[config.mk]
export PLATFORM = sky130hd
export DESIGN_NAME = instr_fetch
export DESIGN_NICKNAME = d
export VERILOG_FILES = /design/src/rtl/instr_fetch.sv
export SDC_FILE = /design/constraint.sdc
export NUM_CORES = 1
export LEC_CHECK = 0
export ABC_AREA = 1
export CELL_PAD_IN_SITES_DETAIL_PLACEMENT = 0
export CELL_PAD_IN_SITES_GLOBAL_PLACEMENT = 1
export CORE_ASPECT_RATIO = 1.2
export CORE_MARGIN = 10
export CORE_UTILIZATION = 44
export DETAILED_ROUTE_END_ITERATION = 10
export PLACE_DENSITY_LB_ADDON = 0.1
export SYNTH_ARGS = -nofsm -noshare
export SYNTH_HDL_FRONTEND = slang
export SYNTH_SLANG_ARGS = --single-unit
[constraint.sdc]
create_clock -name clk -period 3.4 [get_ports clk]
set_input_delay 0.51 -clock clk [delete_from_list [all_inputs] [get_ports clk]]
set_output_delay 0.51 -clock clk [all_outputs]
set_load 0.03 [all_outputs]
[src/rtl/instr_fetch.sv]
// instr_fetch: fetch PC owner, drives the combinational instruction ROM and
// buffers {pc, instr} pairs in a DEPTH-entry prefetch queue handed to decode
// over valid/ready. A redirect flushes the queue and restarts at redirect_pc.
// Optional macro FETCH_PERF_EN adds saturating fetch_count / stall_count ports.

module instr_fetch #(
  parameter int unsigned               ADDRESS_WIDTH = 32,
  parameter int unsigned               DATA_WIDTH    = 32,
  parameter int unsigned               DEPTH         = 4,
  parameter logic [ADDRESS_WIDTH-1:0]  RESET_PC      = '0,
  parameter int unsigned               PC_STEP       = 4
) (
  input  logic                     clk,
  input  logic                     rst_n,
  output logic [ADDRESS_WIDTH-1:0] rom_addr,
  input  logic [DATA_WIDTH-1:0]    rom_instr,
  input  logic                     redirect_valid,
  input  logic [ADDRESS_WIDTH-1:0] redirect_pc,
  output logic                     out_valid,
  input  logic                     out_ready,
  output logic [DATA_WIDTH-1:0]    out_instr,
  output logic [ADDRESS_WIDTH-1:0] out_pc
`ifdef FETCH_PERF_EN
  ,
  output logic [31:0]              fetch_count,
  output logic [31:0]              stall_count
`endif
);

  localparam int unsigned PTR_W = (DEPTH > 1) ? $clog2(DEPTH) : 1;
  localparam int unsigned CNT_W = $clog2(DEPTH + 1);

  logic [ADDRESS_WIDTH-1:0] r_fetch_pc;
  logic [PTR_W-1:0]         r_wr_ptr;
  logic [PTR_W-1:0]         r_rd_ptr;
  logic [CNT_W-1:0]         r_count;
  logic [ADDRESS_WIDTH-1:0] r_mem_pc    [DEPTH];
  logic [DATA_WIDTH-1:0]    r_mem_instr [DEPTH];

  logic                     w_pop;
  logic                     w_push;
  logic                     w_full;
  logic                     w_nonempty;
  logic [CNT_W-1:0]         w_count_nxt;

  assign rom_addr = r_fetch_pc;

  // Handshake, push decision, occupancy update and head presentation
  always_comb begin
    w_full      = (r_count == CNT_W'(DEPTH));
    w_nonempty  = (r_count != '0);
    out_valid   = w_nonempty & ~redirect_valid;
    out_pc      = '0;
    out_instr   = '0;
    w_pop       = out_valid & out_ready;
    w_push      = ~redirect_valid & (~w_full | w_pop);
    w_count_nxt = r_count;
    if (w_nonempty) begin
      out_pc    = r_mem_pc[r_rd_ptr];
      out_instr = r_mem_instr[r_rd_ptr];
    end
    if (redirect_valid) begin
      w_count_nxt = '0;
    end else begin
      unique case ({w_push, w_pop})
        2'b10:   w_count_nxt = r_count + CNT_W'(1);
        2'b01:   w_count_nxt = r_count - CNT_W'(1);
        default: w_count_nxt = r_count;
      endcase
    end
  end

  // Fetch PC, queue pointers and occupancy
  always_ff @(posedge clk or negedge rst_n) begin
    if (!rst_n) begin
      r_fetch_pc <= RESET_PC;
      r_wr_ptr   <= '0;
      r_rd_ptr   <= '0;
      r_count    <= '0;
    end else begin
      r_count <= w_count_nxt;
      if (redirect_valid) begin
        r_fetch_pc <= redirect_pc;
        r_wr_ptr   <= '0;
        r_rd_ptr   <= '0;
      end else begin
        if (w_push) begin
          r_fetch_pc <= r_fetch_pc + ADDRESS_WIDTH'(PC_STEP);
          r_wr_ptr   <= r_wr_ptr + PTR_W'(1);
        end
        if (w_pop) begin
          r_rd_ptr <= r_rd_ptr + PTR_W'(1);
        end
      end
    end
  end

  // Queue storage; contents are qualified by r_count so no reset is needed
  always_ff @(posedge clk) begin
    if (w_push) begin
      r_mem_pc[r_wr_ptr]    <= r_fetch_pc;
      r_mem_instr[r_wr_ptr] <= rom_instr;
    end
  end

`ifdef FETCH_PERF_EN
  logic [31:0] r_fetch_count;
  logic [31:0] r_stall_count;
  logic        w_stall;

  assign w_stall     = w_full & ~w_pop & ~redirect_valid;
  assign fetch_count = r_fetch_count;
  assign stall_count = r_stall_count;

  // Saturating counters: instructions handed to decode, cycles blocked by full queue
  always_ff @(posedge clk or negedge rst_n) begin
    if (!rst_n) begin
      r_fetch_count <= '0;
      r_stall_count <= '0;
    end else begin
      if (w_pop && (r_fetch_count != 32'hFFFF_FFFF)) begin
        r_fetch_count <= r_fetch_count + 32'd1;
      end
      if (w_stall && (r_stall_count != 32'hFFFF_FFFF)) begin
        r_stall_count <= r_stall_count + 32'd1;
      end
    end
  end
`endif

endmodule

==> impl_metrics.yaml <==
route:
  via_count: 8808
  via_per_inst: 5.10
  wl_met2_mm: 16.5
  first_pass_iters: 5
  drtAntennaViolNets: 0
  drc: 0
  drtIter0Drc: 547
  top_layer: "met4"
  wl_met1_mm: 13.7
  wl_per_cell_um: 18.7
  met3_length_mm: 1.64
  wirelength_mm: 32.4
sta:
  fin_tns_setup_ns: 0
  fin_crit_sh: 0.934
  max_freq_mhz: 315
  final_hold_viol_count: 0
  setup_violations: 0
  max_slew_margin: 0.460
  skew_ns: 0.0195
  tightest_slew_ns: 0.809
  fin_crit_ns: 3.17
  grt_setup_unrepaired: "false"
  maxSlewViolCount: 0
die:
  start_util: 0.449
  die_area_um2: 35800
  dieHeight_um: 205
  io_pins: 165
  row_count: 67
  die_w_um: 174
  core_um2: 28100
finish:
  num_antenna_cells: 0
  num-nets-final: 1401
  area_growth_pct: 24.0
  layoutNonFillerInstCount: 1727
  drive_gt1_frac: 0.0987
  fin_util: 0.556
placed_design:
  hpwl_mm: 20.2
  numPortBuffers: 164
  placed_cells: 1674
  gp_congestion: 0.791
logic_synthesis:
  syn_area_per_cell_um2: 10.8
  syn_inst: 1161
  synth_area_um2: 12600
  synth_seq_cells: 295
  ys_types: 37
  synth_nets: 1236
  synth-seq-area-share: 0.688
  yosys_warnings: 0
worst_setup_path:
  crit_start: "r_rd_ptr[0]"
  r2r_cells: 6
  cp-end-kind: "primary output"
  worstSetupPathType: "reg -> out"
  worst-endpoint-arrival_ns: 2.66
  r2r_start: "r_count[0]"
  worstSetupStartpointType: "flip-flop"
  rr_endpoint: "r_mem_pc[0][20]"
  worst-path-max-fanout: 47
  r2r_slack_ns: 1.47
  required_ns: 2.89
hold_path:
  hp-class: "in -> async"
clock_tree:
  cts-root-buf: "clkbuf_16"
  cts_tree: "yes"
  clock_sinks: 295
  cts_buffer_depth: 3
  cts_setup_buffers: 0
  h-tree-depth: 1
  clk_pin_slew_ns: 0.06
  clock_latency_ns: 0.54
  cts_made_buffers: 29
grt:
  grt_usage: 0.178
  grt_pass1_wl_mm: 50.5
  grt_overflow_total: 0
  grt_pass1_vias: 8977
  grt_antenna_before_repair: 0
  grt_max_degree: 65
power_and_ir_drop:
  irDropWorstVdd_mv: 0.360
  power_density_nw_per_um2: 674
  leakage_nw: 5.73
run_status:
  outcome: "completed"
run:
  maxCapViolCount: 0
## registers in the layout, summed over array words and instances (netlist names)
register and count:
r_mem_pc 128, r_count 3, r_rd_ptr 2, r_wr_ptr 2, r_mem_instr 128, rom_addr 32
## report_power, final
group / leakage [nW] / internal (W) / total, W / switching [W]
registers: 2.82 / 0.00427 / 0.00446 / 0.000189
logic: 2.48 / 0.00105 / 0.00301 / 0.00196
clock network: 0.432 / 0.00176 / 0.00306 / 0.00129
total: 5.73 / 0.00708 / 0.0105 / 0.00344
## cell usage after synthesis (all sizes together)
library cell	n	area (um2)
nor2	306	1230
edfxtp	256	7690
nand2	157	614
o21ai	140	704
a21oi	71	359
inv	46	173
nand3	43	230
buf	39	179
dfrtp	39	976
clkbuf	20	75.1
ha	7	87.6
nand4	6	37.5
a22oi	5	37.5
xnor2	5	43.8
o211ai	4	30.0
o21bai	4	30.0
nand3b	3	22.5
a31oi	2	18.8
o31ai	2	15.0
a32o	1	10.0
clkinv	1	3.75
nor3	1	5.00
o21a	1	7.51
o22ai	1	6.26
xor2	1	8.76
## critical path: stages, from the launching register on
cell             delay (ns)
dfrtp_4                0.45
buf_4                  0.46
nor2_1                 0.10
nor2_1                 0.09
o21ai_0                0.09
a21oi_1                0.20
clkdlybuf4s50_1        0.71
## stage by stage
stage          setup slack (ns)  instance area [um2]  hold WS (ns)  total power (W)
3_3_place_gp              0.707                14700         0.504          0.00757
2_1_floorplan             0.538                12600         0.214          0.00624
5_1_grt                  0.0799                15600         0.101           0.0110
4_1_cts                  0.0959                15600        0.0735           0.0107
3_5_place_dp              0.672                14700         0.515          0.00760
6_report                  0.225                15600        0.0522           0.0105
## kinds of logic after synthesis
group | synth area share
AO/OA/AOI/OAI | 0.0968
XOR/XNOR | 0.00417
adder cells (fa/ha/maj) | 0.00695
buffers and inverters | 0.0342
flip-flops | 0.688
AND/OR/NAND/NOR | 0.170
## how the worst max path moves through the flow
stage	depth (start not counted)	end	slack, ns
CTS	7	out_instr[29]	0.1
global route	6	out_pc[1]	0.08
detailed placement	7	out_instr[29]	0.67
global placement	7	out_instr[29]	0.71
floorplan	6	r_mem_instr[0][0]	0.54
finish	6	out_instr[26]	0.23
## timing repair
action	4_1_cts	5_1_grt
hold buffers	0	0
resized for setup	0	2
endpoints found under the setup margin	0	8
## layer usage
metal  vias to the layer above  GRT usage
met5                         -          0
met4                         0     0.0452
met3                        39     0.0323
met2                       202      0.316
met1                      4235      0.218
li1                       4332          -
## layout make-up
type / instances / area (um2)
inverter: 47 / 180
clock buffer: 40 / 787
multi-input combinational: 760 / 3500
sequential: 295 / 8670
tap: 379 / 474
fill: 2452 / 12500
timing repair buffer: 193 / 1880
clock inverter: 13 / 121
## cells in the final DEF, fill, tap and decap left out, drive strengths merged, types with 2 or more instances in the layout
cell	n
nand3b	3
bufinv	2
dfrtp	39
o21ai	140
clkbuf	40
a22oi	5
xnor2	5
ha	7
clkinv	9
nand3	43
o31ai	2
inv	45
nand4	6
clkdlybuf4s50	134
nand2	157
o211ai	4
buf	59
nor2	306
o21bai	4
edfxtp	256
a31oi	2
clkinvlp	4
a21oi	71
Note: power is estimated with default switching activity, not from simulation.
==> RTL change (config.mk and constraints unchanged) <==
The parameter `DEPTH` goes from 4 to 2.
--- a/src/rtl/instr_fetch.sv
+++ b/src/rtl/instr_fetch.sv
@@ -6,7 +6,7 @@
 module instr_fetch #(
   parameter int unsigned               ADDRESS_WIDTH = 32,
   parameter int unsigned               DATA_WIDTH    = 32,
-  parameter int unsigned               DEPTH         = 4,
+  parameter int unsigned               DEPTH         = 2,
   parameter logic [ADDRESS_WIDTH-1:0]  RESET_PC      = '0,
   parameter int unsigned               PC_STEP       = 4
 ) (
Function: changed (a bounded check fails within 4 cycles, from zero or initial values and one cycle with rst_n low).
==> RTL change against the unedited design <==
  * Sequential power is 35% lower
  * Wire length decreased by 40%
  * Clock power is 39% lower
  * Cell area is 37% lower
  * Total power is 26% lower
  * Register-to-register slack got worse by 0.20 ns
  * Non-clock buffer count down 21
  * Sequential cell count shrank 131
  * Largest cell class unchanged
  * Die area decreased by 37%
  * Setup slack better by 0.22 ns
  * Area after synthesis down 41%
  * Fmax rose by 7.3%
==> RTL change: results (changes against the unedited design) <==
stage,metric,value,unit,change
run_status,outcome,completed,,
place,dp_slack,0.734,ns,+0.0620 ns
global_routing,gr-usage-met2,0.304,,-0.0124
sta,period_share,0.870,,-0.0634
worst_setup_path,r2r_cells,9,,+3
power_and_ir_drop,leakagePower,3.80,nW,-34%
place,dpl.cell_count,1118,,-33%
sta,tightest_slew,0.885,ns,+0.0750 ns
cells_and_area,finalNetCount,990,,-29%
synth,synth_common_cells,"nand2_1 (288), edfxtp_1 (128), a21oi_1 (69)",,
routing,via_per_inst,4.95,,-2.9%
cells_and_area,layout-drive-gt1-share,0.0943,,-0.00435
global_routing,antenna_found_initial,0,,unchanged
worst_setup_path,arrival,2.45,ns,-0.21 ns
place,routabilityCongestion,0.870,,+10%
synth,synth_top_family_by_area,simple AND/OR/NAND/NOR gates,,
worst_setup_path,r2r-end,r_mem_pc[0][26],,
synth,synth_edf_count,128,,-50%
routing,drt-total-wl,19600,um,-40%
clock_tree,cts_root_buf,clkbuf_16,,
clock_tree,cts_repair_resize_count,0,,unchanged
worst_setup_path,crit_path_end,out_pc[15],,
global_routing,grtUsageTotal,0.171,,-0.00700
synth,synth-compound-area-share,0.0688,,-0.0280
global_routing,grt_first_pass_wirelength,31000,um,-39%
synth,synth_nets,831,,-33%
synth,synthAdderAreaFrac,0.00168,,-0.00527
clock_tree,htree_levels,4,,+3
worst_setup_path,timing.rr.start,r_count[1],,
place,dpl.hpwl,13700,um,-32%
routing,drt_iter0_drc,332,,-39%
synth,synth-xor-area-share,0.00471,,+0.000536
global_routing,grt_pass1_vias,5682,,-37%
synth,syn-mean-instance-area,9.76,um2,-10%
sta,skew,0.0113,ns,-0.00816 ns
routing,post_drt_wl_per_cell,17.0,um,-9.1%
clock_tree,clk_latency,0.42,ns,-0.12 ns
worst_setup_path,crit_fanout,66,,+40%
power_and_ir_drop,ir_drop,0.000318,V,-12%
worst_setup_path,ff2ff_setup_slack,1.27,ns,-0.20 ns
synth,synth-async-reset-ratio,0.220,,+0.0873
clock_tree,cts_buffer_depth,2,,-1
global_routing,grt_max_degree,67,,+3.1%
global_routing,use_met1,0.201,,-0.0170
global_routing,use_met3,0.0446,,+0.0124
synth,synthTopCellsByArea,"edfxtp_1 (52%), nand2_1 (15%), dfrtp_1 (12%)",,
synth,ys_types,36,,-2.7%
RTL change: how the worst min path moves through the flow:
stage / from / end / slack [ns] / cells past startpoint
floorplan: rst_n / r_count[0] / 0.21 / 0
global placement: rom_addr[1] / r_mem_pc[1][1] / 0.49 / 0
detailed placement: rom_addr[1] / r_mem_pc[1][1] / 0.50 / 0
CTS: rst_n / rom_addr[30] / 0.23 / 1
global route: rst_n / rom_addr[23] / 0.27 / 1
finish: rst_n / rom_addr[23] / 0.20 / 1
RTL change: report_power, final:
group | switching [mW] | leakage (nW) | internal, mW | total [mW]
clock | 0.783 | 0.285 | 1.09 | 1.87
combinational | 1.96 | 1.90 | 1.11 | 3.07
sequential | 0.264 | 1.62 | 2.62 | 2.88
RTL change: kinds of logic after synthesis:
group	after synthesis
AOI/OAI and AO/OA	98
xor gates and xnor gates	4
adders and majority gates	1
buffers and inverters	81
DFF	164
and+or+nand+nor	414
RTL change: cell type report:
| class | instances | share of cell area |
|---|---|---|
| clock buffer | 17 | 0.0430 |
| clock inverter | 14 | 0.0154 |
| inverter | 49 | 0.0191 |
| multi-input combinational | 517 | 0.238 |
| sequential | 164 | 0.480 |
| tap | 216 | 0.0273 |
| timing repair buffer | 172 | 0.177 |
RTL change: layer usage:
layer	vias to the layer above	wire length (um)
met3	18	970
met1	2681	8150
met5	-	0
met4	0	172
li1	2849	-
met2	143	10300
RTL change: per-stage QoR:
step	cell area, um2	power [mW]
floorplan	7440	4.71
global placement	9310	6.00
detailed placement	9310	6.04
CTS	9890	7.91
global route	9890	8.22
finish	9890	7.82
